[src/rtl/me_scan_ctrl.sv]
// ---------------------------------------------------------------------------
// me_scan_ctrl -- full-search motion-estimation scan sequencer.
//
// Drives a BLK-wide systolic PE array over NV vertical displacement passes.
// A single scan lasts TOTAL = NV*BLK*BLK + BLK cycles: NV passes of BLK*BLK
// cycles followed by a BLK-cycle drain that only flushes peready for the
// last pass. All decoded outputs are combinational from the registered
// state and count, and read 0 outside RUN.
//
// Optional build macro: ME_SCAN_STALL_EN adds the stall input, which freezes
// the scan (count and all decoded outputs) while high in RUN.
//
// Ports:
//   clock      in   rising-edge clock
//   reset_n    in   asynchronous active-low reset
//   start      in   level, sampled in IDLE only
//   stall      in   scan freeze (only with ME_SCAN_STALL_EN)
//   busy       out  high while in RUN
//   done       out  one-cycle pulse after the last scan cycle
//   s1s2mux    out  per-PE S1/S2 operand select
//   newdist    out  per-PE distortion latch strobe
//   peready    out  per-PE result-valid strobe
//   compstart  out  comparator enable
//   vectorx    out  candidate x displacement, two's complement
//   vectory    out  candidate y displacement, two's complement
//   addr_r     out  reference-block address
//   addr_s1    out  search-window address, left half
//   addr_s2    out  search-window address, right half
// ---------------------------------------------------------------------------
module me_scan_ctrl #(
    parameter int BLK = 16,
    parameter int NV  = 16
) (
    input  logic                                        clock,
    input  logic                                        reset_n,
    input  logic                                        start,
`ifdef ME_SCAN_STALL_EN
    input  logic                                        stall,
`endif
    output logic                                        busy,
    output logic                                        done,
    output logic [BLK-1:0]                              s1s2mux,
    output logic [BLK-1:0]                              newdist,
    output logic [BLK-1:0]                              peready,
    output logic                                        compstart,
    output logic [$clog2(BLK)-1:0]                      vectorx,
    output logic [$clog2(NV)-1:0]                       vectory,
    output logic [$clog2(BLK*BLK)-1:0]                  addr_r,
    output logic [$clog2((NV+BLK-1)*(2*BLK-1))-1:0]     addr_s1,
    output logic [$clog2((NV+BLK-1)*(2*BLK-1))-1:0]     addr_s2
);

    localparam int W     = 2*BLK - 1;
    localparam int BB    = BLK*BLK;
    localparam int TOTAL = NV*BB + BLK;
    localparam int CW    = $clog2(TOTAL);
    localparam int XW    = $clog2(BLK);
    localparam int YW    = $clog2(NV);
    localparam int RW    = $clog2(BB);
    localparam int VW    = CW - RW;       // pass index incl. drain pass (== NV)
    localparam int SW    = $clog2((NV+BLK-1)*W);
    localparam int IW    = ((SW > CW) ? SW : CW) + 2;

    typedef enum logic [1:0] {
        ST_IDLE = 2'd0,
        ST_RUN  = 2'd1,
        ST_DONE = 2'd2
    } state_t;

    state_t          state_r;
    state_t          state_s;
    logic [CW-1:0]   count_r;
    logic [CW-1:0]   count_s;
    logic            advance_s;

    // Decomposition of the current count (power-of-two sizes -> bit slices).
    logic [RW-1:0]   p_s;
    logic [VW-1:0]   v_s;
    logic [XW-1:0]   r_s;
    logic [XW-1:0]   c_s;
    // Same decomposition of count-BLK, used by the right-half address.
    logic [CW-1:0]   t_s;
    logic [VW-1:0]   vt_s;
    logic [XW-1:0]   rt_s;
    logic [XW-1:0]   ct_s;

`ifdef ME_SCAN_STALL_EN
    assign advance_s = ~stall;
`else
    assign advance_s = 1'b1;
`endif

    assign p_s  = count_r[RW-1:0];
    assign v_s  = count_r[CW-1:RW];
    assign r_s  = p_s[RW-1:XW];
    assign c_s  = p_s[XW-1:0];
    assign t_s  = count_r - CW'(BLK);
    assign vt_s = t_s[CW-1:RW];
    assign rt_s = t_s[RW-1:XW];
    assign ct_s = t_s[XW-1:0];

    assign busy = (state_r == ST_RUN);
    assign done = (state_r == ST_DONE);

    // State and scan counter registers.
    always_ff @(posedge clock or negedge reset_n) begin
        if (!reset_n) begin
            state_r <= ST_IDLE;
            count_r <= '0;
        end else begin
            state_r <= state_s;
            count_r <= count_s;
        end
    end

    // Next-state and counter logic.
    always_comb begin
        state_s = state_r;
        count_s = count_r;
        case (state_r)
            ST_IDLE: begin
                if (start) begin
                    state_s = ST_RUN;
                    count_s = '0;
                end else begin
                    state_s = ST_IDLE;
                end
            end
            ST_RUN: begin
                if (!advance_s) begin
                    count_s = count_r;
                end else if (count_r == CW'(TOTAL-1)) begin
                    state_s = ST_DONE;
                    count_s = '0;
                end else begin
                    count_s = count_r + CW'(1);
                end
            end
            ST_DONE: begin
                state_s = ST_IDLE;
                count_s = '0;
            end
            default: begin
                state_s = ST_IDLE;
                count_s = '0;
            end
        endcase
    end

    // Output decode; everything reads 0 outside RUN.
    always_comb begin
        s1s2mux   = '0;
        newdist   = '0;
        peready   = '0;
        compstart = 1'b0;
        vectorx   = '0;
        vectory   = '0;
        addr_r    = '0;
        addr_s1   = '0;
        addr_s2   = '0;
        if (state_r == ST_RUN) begin
            compstart = (count_r >= CW'(BB));
            for (int i = 0; i < BLK; i++) begin
                newdist[i] = (p_s == RW'(i));
                peready[i] = (p_s == RW'(i)) && (count_r >= CW'(BB));
                s1s2mux[i] = (c_s >= XW'(i));
            end
            addr_r  = p_s;
            // Subtracting half the range re-centres the displacement around 0;
            // in the drain pass vectory wraps and is meaningless.
            vectorx = c_s - XW'(BLK/2);
            vectory = v_s[YW-1:0] - YW'(NV/2);
            if (v_s < VW'(NV)) begin
                addr_s1 = SW'(((IW'(v_s) + IW'(r_s)) * IW'(W)) + IW'(c_s));
            end else begin
                addr_s1 = '0;
            end
            // Right half lags the left by BLK cycles; no wrap before that.
            if ((count_r >= CW'(BLK)) && (v_s < VW'(NV))) begin
                addr_s2 = SW'(((IW'(vt_s) + IW'(rt_s)) * IW'(W)) + IW'(ct_s) + IW'(BLK));
            end else begin
                addr_s2 = '0;
            end
        end else begin
            compstart = 1'b0;
        end
    end

endmodule

[config.mk]
export PLATFORM = sky130hd
export DESIGN_NAME = me_scan_ctrl
export DESIGN_NICKNAME = d
export VERILOG_FILES = /design/src/rtl/me_scan_ctrl.sv
export SDC_FILE = /design/constraint.sdc
export NUM_CORES = 1
export LEC_CHECK = 0
export ABC_AREA = 0
export CORE_ASPECT_RATIO = 2
export CORE_MARGIN = 2
export CORE_UTILIZATION = 25
export CTS_CLUSTER_SIZE = 24
export DETAILED_ROUTE_END_ITERATION = 8
export SYNTH_ARGS = -nofsm -noshare
export SYNTH_HDL_FRONTEND = slang
export SYNTH_SLANG_ARGS = --single-unit
export TNS_END_PERCENT = 20
[constraint.sdc]
create_clock -name clock -period 6.2 [get_ports clock]
set_input_delay 0.93 -clock clock [delete_from_list [all_inputs] [get_ports clock]]
set_output_delay 0.93 -clock clock [all_outputs]
set_load 0.05 [all_outputs]
==> Word-level counts from Yosys, hierarchy flattened <==
Index checks and enable logic that the tools add are counted.
{ "word_totals": {"reg_bits": 15, "latchBits": 0, "ram_bits": 0, "romBits": 0, "input_bits": 3, "out_inout_bits": 87, "word_cells": 88, "n_memories": 0} }
{ "op_classes": {"addsub": 9, "multipliers": 2, "div": 0, "order_cmp": 19, "n_eq_ne": 20, "shifts": 0, "mux": 17, "bitwise": 0, "reduce_logical": 19} }
{ "op_table": {"columns": ["cell", "n"], "rows": [
  ["8-bit by 4-bit equality test with 1-bit output (second input constant)", 8],
  ["16-bit 2-to-1 mux", 3],
  ["10-bit 2-to-1 mux", 4],
  ["8-bit by 3-bit equality test with 1-bit output (second input constant)", 4],
  ["4-bit >= comparator (second input constant)", 8],
  ["13-bit 2-to-1 mux", 2],
  ["13-bit case mux with 2 select lines", 1],
  ["10-bit by 4-bit adder with 10-bit output", 2],
  ["6-bit by 5-bit multiplier with 10-bit output (second input constant)", 2],
  ["1-bit logical AND", 17],
  ["8-bit by 2-bit equality test with 1-bit output (second input constant)", 2],
  ["4-bit by 3-bit >= comparator with 1-bit output (second input constant)", 4],
  ["13-bit by 1-bit adder with 13-bit output (second input constant)", 1],
  ["13-bit equality test (second input constant)", 1],
  ["13-bit by 5-bit >= comparator with 1-bit output (second input constant)", 1],
  ["13-bit by 9-bit >= comparator with 1-bit output (second input constant)", 1],
  ["13-bit by 5-bit subtractor with 13-bit output (second input constant)", 1],
  ["5-bit by 4-bit adder with 6-bit output", 2],
  ["10-bit by 5-bit adder with 10-bit output (second input constant)", 1],
  ["8-bit by 1-bit equality test with 1-bit output (second input constant)", 1],
  ["4-bit by 1-bit >= comparator with 1-bit output (second input constant)", 2],
  ["4-bit by 2-bit >= comparator with 1-bit output (second input constant)", 2],
  ["8-bit logical NOT", 1],
  ["4-bit 2-to-1 mux", 2],
  ["11 further kinds", 13]
]} }

==> Longest topological paths before layout <==
Gate-level depths: netlist of the first run.
{ "logic_depth": {"word_depth": 7, "ltp_mapped": 23, "depth_no_buf": 22} }

==> Worst setup path after synthesis of the first run <==
No wires, ideal clock.
{ "synth_path": {"path_kind": "register to output", "start": "register count_r[5]", "end": "output addr_s2[9]", "arrival_ns": 5.856, "t_required_ns": 5.270, "setup_slack_ns": -0.586, "stages_incl_launch_ff": 22, "path_buffers": 1, "path_cell_list": "dfrtp_1 > inv_1 > ha_1 > or3b_2 > buf_2 > xnor2_1 > ha_1 > fa_1 > a21o_1 > a21oi_1 > xor2_4 > xnor2_2 > xnor2_1 > fa_1 > fa_1 > inv_1 > ha_1 > nand3_1 > o211ai_1 > o41ai_1 > nor3_1 > nor3b_2"} }
{ "synth_between": {"elab_chain_len": 7, "elab_cells_between_ends": 9, "classes_between": "add/sub: 4; mul: 1; order compare: 1; mux: 2; reduce/logical: 1"} }
{ "synth_lines": {"columns": ["item", "line", "source"], "rows": [
  ["from (decl)", "72", "logic [CW-1:0] count_r;"],
  ["from (signal assigned)", "112", "count_r <= count_s;"],
  ["13-bit by 5-bit subtractor with 13-bit output", "97", "assign t_s = count_r - CW'(BLK);"],
  ["5-bit by 4-bit adder with 6-bit output", "180", "addr_s2 = SW'(((IW'(vt_s) + IW'(rt_s)) * IW'(W)) + IW'(ct_s) + IW'(BLK));"],
  ["6-bit by 5-bit multiplier with 10-bit output", "180", null],
  ["10-bit by 4-bit adder with 10-bit output", "180", null],
  ["10-bit by 5-bit adder with 10-bit output", "180", null],
  ["10-bit 2-to-1 mux (*)", "179", "if ((count_r >= CW'(BLK)) && (v_s < VW'(NV))) begin"],
  ["10-bit 2-to-1 mux (*)", "161", "if (state_r == ST_RUN) begin"],
  ["to (decl)", "50", "output logic [$clog2((NV+BLK-1)*(2*BLK-1))-1:0] addr_s2"]
]} }
Mark *: on every way between the ends. The rest lies on a longest branch, timed or not.

==> Final worst setup path of the first run <==
Ends and elaborated chain as after synthesis.

==> run metrics, run 1 <==
hold depth=3; most common cell after layout, fill and taps aside=clkdlybuf4s50_1; root buffer cell=clkbuf_16; Final GP Congestion=0.910; drt drc=0; Hold Crit Class=register to register; number of synthesized flops with an enable pin=0; Clock transition at path regs=0.05 ns; Net Count, Synth=545; clock latency on the worst-skew pair=0.25 ns; Via Count=3505; final WL=11000 um; CTS Hold Bufs=0; Slowest-stage cell, CP=fa_1; dpl hpwl=8970 um; first-pass GRT wire length=17900 um; antenna diode count=0; syn_area_per_cell=7.75 um2; Via density=4.71; CP max stage delay=0.50 ns; Max-slew headroom=31.5%; Crit Path Class=register to primary output; final setup fails=0; Max Fclk=0.162 GHz; most frequent cells in the layout=clkdlybuf4s50_1 (77), inv_1 (66), nor2_1 (63); H-Tree Depth=1; # nets final=645; share of the synthesized area in the top cell type=21.2%; hold wc startpoint=state_r[1]; Initial Util=25.4%; ys async rst share=100%; Avg WL per Cell=14.7 um; Horiz. Die Dim=88.1 um; yosys warns=0; grt total ovfl=0; post-synthesis sequential area ratio=10.6%; Max-Cap Viols=0; CTS max path bufs=2; Yosys reg bits=15; worst hold slack=0.590 ns; WP data required=5.27 ns; first drt pass iteration count=4; family with the most delay on the worst path=adder cells; worst-path fanout max=4; fin crit share=99.4%; Buffers on Ports=89; Final Critical Period=6.16 ns; Cell Area, Synth=3530 um2; worst hold endpoint=state_r[0]; clock sinks=15; initial antenna violation count=0; num rows=61; die area=15200 um2; largest net degree at the start of global routing=21; die height=172 um; Syn Inst Count=456; arrival time worst endpoint=5.23 ns; Finished Cell Area=5050 um2; DP Area=4830 um2; measured slew at the worst slew-check pin=1.02 ns; CTS buffer count=3; R2R depth=8; Inst Count DP=734; unrepaired setup endpoints after global routing=yes; status=finished clean; CP startpoint kind=register; Bufs and invs on worst path=3; Reg2Reg Setup Slack=3.49 ns; fin. max-slew vios=0; clk_skew=0.000817 ns; FF-to-FF End=count_r[3]; reg2reg start=count_r[5]; antenna-violating nets left=0; Main synth FF type=dfrtp_1; Post-Layout Cell Count=744; CTS tree=done; 1st-iter DRT viols=103; IO Count=90; crit end category=primary output; synthesis-to-layout area growth=42.8%; crit-path cells=inv_2 -> ha_4 -> or3b_4 -> xnor2_1 -> ha_2 -> fa_2 -> a21o_1 -> a21oi_4 -> xor2_4 -> xnor2_4 -> xnor2_2 -> fa_1 -> fa_1 -> inv_1 -> ha_4 -> nand3_1 -> o211ai_1 -> o41ai_2 -> nor3_2 -> nor3b_4 -> buf_12; number of global-route vias before repair=3826; synth unique cells=52; largest cells by area after synthesis=ha_1 (21%), fa_1 (15%), dfrtp_1 (11%); total track usage=14.8%; Synth area leader=ha_1; layout cells sized above 1=12.6%; core area=13900 um2; final hold vios=0
==> cells in the mapped netlist, types with 2 or more instances <==
cell      number
a21o_1         6
a21oi_1       25
a31oi_1        2
and2_1         8
and3_1        12
buf_2          3
buf_4          5
clkbuf_1       7
dfrtp_1       15
fa_1          26
ha_1          60
inv_1         70
nand2_1       24
nand2b_1       2
nand3_1        8
nor2_1        65
nor2b_1       10
nor3_1        17
o21ai_0       23
o21bai_1       2
o31ai_1        6
or2_2          3
or3_1          4
or4_1          2
xnor2_1       13
xor2_1        12
==> flip-flops by register name, indices dropped and copies added (netlist names) <==
name and count:
state_r 2, count_r 13
==> worst max path at each step <==
stage,start,cells past startpoint,endpoint
after floorplan,count_r[4],20,addr_s2[8]
after global placement,count_r[4],21,addr_s2[9]
after detailed placement,count_r[4],21,addr_s2[9]
after CTS,count_r[4],19,addr_s2[8]
after global routing,count_r[4],20,addr_s2[9]
final,count_r[5],21,addr_s2[9]
==> logic make-up (layout without fill, tap and decap cells) <==
group / count (synthesis) / after routing / synth area share [%]
mux: 1 / 1 / 0.283
xor+xnor: 27 / 27 / 7.44
simple gates: 164 / 164 / 22.7
fa+ha+maj: 87 / 87 / 36.3
flops: 15 / 15 / 10.6
buf+inv: 87 / 186 / 10.1
compound gates: 75 / 75 / 12.6
==> worst register-to-register path, delay by kind of cell, from the launching register on <==
kind            cells  cell delay (ns)
compound gates      3             0.97
simple gates        2             0.82
flops               1             0.41
buf+inv             2             0.27
fa+ha+maj           1             0.13
==> per-stage QoR <==
| stage | TNS (ns) | worst slack [ns] | utilization, % |
|---|---|---|---|
| after floorplan | -0.0578 | -0.0381 | - |
| after global placement | 0 | 0.151 | 34.8 |
| after detailed placement | -0.0872 | -0.0872 | 34.8 |
| after CTS | -0.0376 | -0.0376 | 36.0 |
| after global routing | -0.781 | -0.203 | 36.3 |
| final | 0 | 0.0392 | 36.3 |
==> what timing repair did <==
| action | 4_1_cts | 5_1_grt |
|---|---|---|
| endpoints found under the setup margin | 4 | 8 |
| pin swaps | 12 | 6 |
| resized for setup | 13 | 7 |
| setup buffers | 5 | 1 |
| gates cloned | 0 | 0 |
==> per-layer routing <==
layer  wire [um]  GRT usage (%)  share of wire (%)
met5           0              0                  0
met1        4010           14.7                 37
met2        6090           29.5                 56
met3         556           1.96                5.1
met4         305           5.93                2.8
==> layout make-up <==
class / instances / area [um2]
multi-input combinational: 354 / 2940
timing repair buffer: 111 / 1140
fill: 1476 / 8840
inverter: 71 / 267
tap: 189 / 236
clock buffer: 4 / 78.8
sequential: 15 / 377
Power of run 1 is left out: the tool's default activity adds up to more than one toggle a clock period on the data nets, which glitch-free logic cannot reach.
==> run 2, diff against run 1 <==
Settings changed: ABC_AREA 0 to 1.
==> run metrics, run 2 <==
multi-input gate area in the final layout=2790 um2; Via density=4.46; WP data required=5.27 ns; Bufs and invs on worst path=6; core area=14200 um2; status=finished clean; # fillers=1480; Crit Path Class=register to primary output; family with the most delay on the worst path=adder cells; final setup fails=0; Post-Layout Cell Count=776; Main synth FF type=dfrtp_1; FF-to-FF End=count_r[10]; synthesis-to-layout area growth=38.3%; antenna-violating nets left=0; Final GP Congestion=0.894; Synth area leader=ha_1; Final Critical Period=5.97 ns; yosys warns=0; Switching Fraction=50.2%; crit end category=primary output; most numerous cell in the Yosys netlist=inv_1; CTS Hold Bufs=0; dpl hpwl=7960 um; most frequent cells in the layout=inv_1 (94), clkdlybuf4s50_1 (77), nor2_1 (58), ha_1 (58), nand2_1 (51); largest cells by area after synthesis=ha_1 (21%), fa_1 (15%), dfrtp_1 (10%); Post-synth top cells=inv_1 (96), ha_1 (60), nor2_1 (59); Max Fclk=0.168 GHz; clock latency on the worst-skew pair=0.25 ns; Comb power frac=78.9%; hold wc startpoint=state_r[0]; initial antenna violation count=0; reg2reg start=count_r[1]; most common cell after layout, fill and taps aside=inv_1; fin. max-slew vios=0; Horiz. Die Dim=88.7 um; Buffers on Ports=89; root buffer cell=clkbuf_16; # nets final=674; final WL=9690 um; H-Tree Depth=1; clock sinks=15; measured slew at the worst slew-check pin=0.712 ns; synth unique cells=41; hold depth=3; Hold Crit Class=register to register; Initial Util=25.3%; P_sw=0.000556 W; Reg2Reg Setup Slack=4.20 ns; final hold vios=0; syn_area_per_cell=7.25 um2; P_leak=2.32 nW; unrepaired setup endpoints after global routing=yes; Avg WL per Cell=12.5 um; CTS buffer count=3; die height=173 um; 1st-iter DRT viols=74; IO Count=90; crit-path most repeated cell=nand2_1; drt drc=0; FF/Latch Area=378 um2; worst hold endpoint=state_r[0]; share of the synthesized area in the top cell type=20.9%; first drt pass iteration count=8; max FFs per register=13; largest net degree at the start of global routing=30; grt total ovfl=0; die area=15400 um2; final core utilization=35.0%; Net Count, Synth=584; Regs by FF count=count_r: 13 flops, state_r: 2 flops; CP max stage delay=0.47 ns; Inst Count DP=769; CP startpoint kind=register; ys async rst share=100%; Yosys reg bits=15; CTS max path bufs=2; Setup TNS Final=0 ns; total track usage=12.9%; post-synthesis sequential area ratio=10.5%; number of synthesized flops with an enable pin=0; arrival time worst endpoint=5.04 ns; CTS tree=done; num rows=62; Cell Area, Synth=3590 um2; number of global-route vias before repair=3538; clk_skew=0.00766 ns; layout cells sized above 1=12.7%; fin crit share=96.2%; Via Count=3460; Clk pwr share=11.7%; worst-path fanout max=7; Syn Inst Count=495; P_int=0.000551 W; Max-slew headroom=52.4%; part of the power in registers=9.4%; Clock transition at path regs=0.05 ns; Max-Cap Viols=0; VDD IR max=101 uV; pwr dens=223 nW/um2; Slowest-stage cell, CP=dfrtp_2; R2R depth=10; first-pass GRT wire length=16400 um; antenna diode count=0; largest reg by FF count=count_r
## run 2: cell count changes after synthesis, sizes merged, moves of 10 or more
| cell | previous run | this run |
|---|---|---|
| a21oi | 25 | 36 |
| xnor2 | 14 | 3 |
| and3 | 12 | 0 |
| nor2b | 10 | 0 |
| nand2 | 24 | 61 |
| nor3 | 17 | 27 |
| inv | 70 | 105 |
## run 2: worst max-delay path by stage
stage	from	endpoint	slack, ns	cells after the start
finish	count_r[4]	addr_s2[8]	0.23	28
global route	count_r[4]	addr_s2[8]	-0.11	28
CTS	count_r[5]	addr_s2[8]	0.04	24
detailed placement	count_r[5]	addr_s2[8]	0.33	24
global placement	count_r[4]	addr_s2[8]	0.46	24
floorplan	count_r[4]	addr_s2[9]	0.23	22
## run 2: layout make-up
| type | count | area share [%] |
|---|---|---|
| Timing Repair Buffer | 98 | 21.7 |
| Inverter | 105 | 8.04 |
| Multi-Input combinational cell | 362 | 56.1 |
| Sequential cell | 15 | 7.61 |
| Clock buffer | 3 | 1.51 |
| Clock inverter | 1 | 0.151 |
| Tap cell | 192 | 4.84 |
## run 2: metal layers
metal,wire length (um),part of all wire [%],track usage [%],vias up
met2,4730,49,21.3,103
li1,-,-,-,1757
met1,4390,45,17.6,1594
met5,0,0,0,-
met4,68,0.70,2.59,0
met3,509,5.3,2.05,6
## run 2: worst register-to-register path: stages (launching register included)
cell	delay, ns
dfrtp_1	0.59
ha_1	0.30
nand2_2	0.12
nor2_4	0.15
nand2_2	0.08
nor3_4	0.18
nand2_2	0.07
nor2_2	0.10
nand2_1	0.08
o22ai_1	0.16
a21oi_1	0.06
## run 2: metrics by stage
stage / hold slack (ns) / power (W) / area (um2) / worst slack, ns
CTS: 0.602 / 0.00109 / 4890 / 0.0382
global placement: 0.575 / 0.000945 / 4810 / 0.460
detailed placement: 0.593 / 0.000959 / 4810 / 0.330
floorplan: 0.546 / 0.000803 / 3590 / 0.226
global route: 0.676 / 0.00128 / 4960 / -0.109
finish: 0.601 / 0.00111 / 4960 / 0.235
## run 2: kinds of logic (layout without fill, tap and decap cells)
group,after synthesis,after routing,share of synthesized area [%]
buffers and inverters,118,207,13.2
AOI/OAI and AO/OA,68,68,10.5
adders and majority gates,86,86,35.4
DFF,15,15,10.5
xor gates and xnor gates,22,22,5.37
and+or+nand+nor,186,186,25.1
## run 2: timing repair
item	in CTS	in global routing
endpoints found under the hold margin	0	0
setup buffers	0	3
endpoints found under the setup margin	0	8
gates resized for setup	0	14
## run 2: power groups by stage
stage / registers [W] / logic, W / clock network, W
2_1_floorplan: 0.000104 / 0.000698 / 0
3_3_place_gp: 0.000106 / 0.000840 / 0
3_5_place_dp: 0.000106 / 0.000853 / 0
4_1_cts: 0.000104 / 0.000859 / 0.000131
5_1_grt: 0.000105 / 0.00104 / 0.000134
6_report: 0.000104 / 0.000874 / 0.000130
Power figures use the tool's default switching activity.
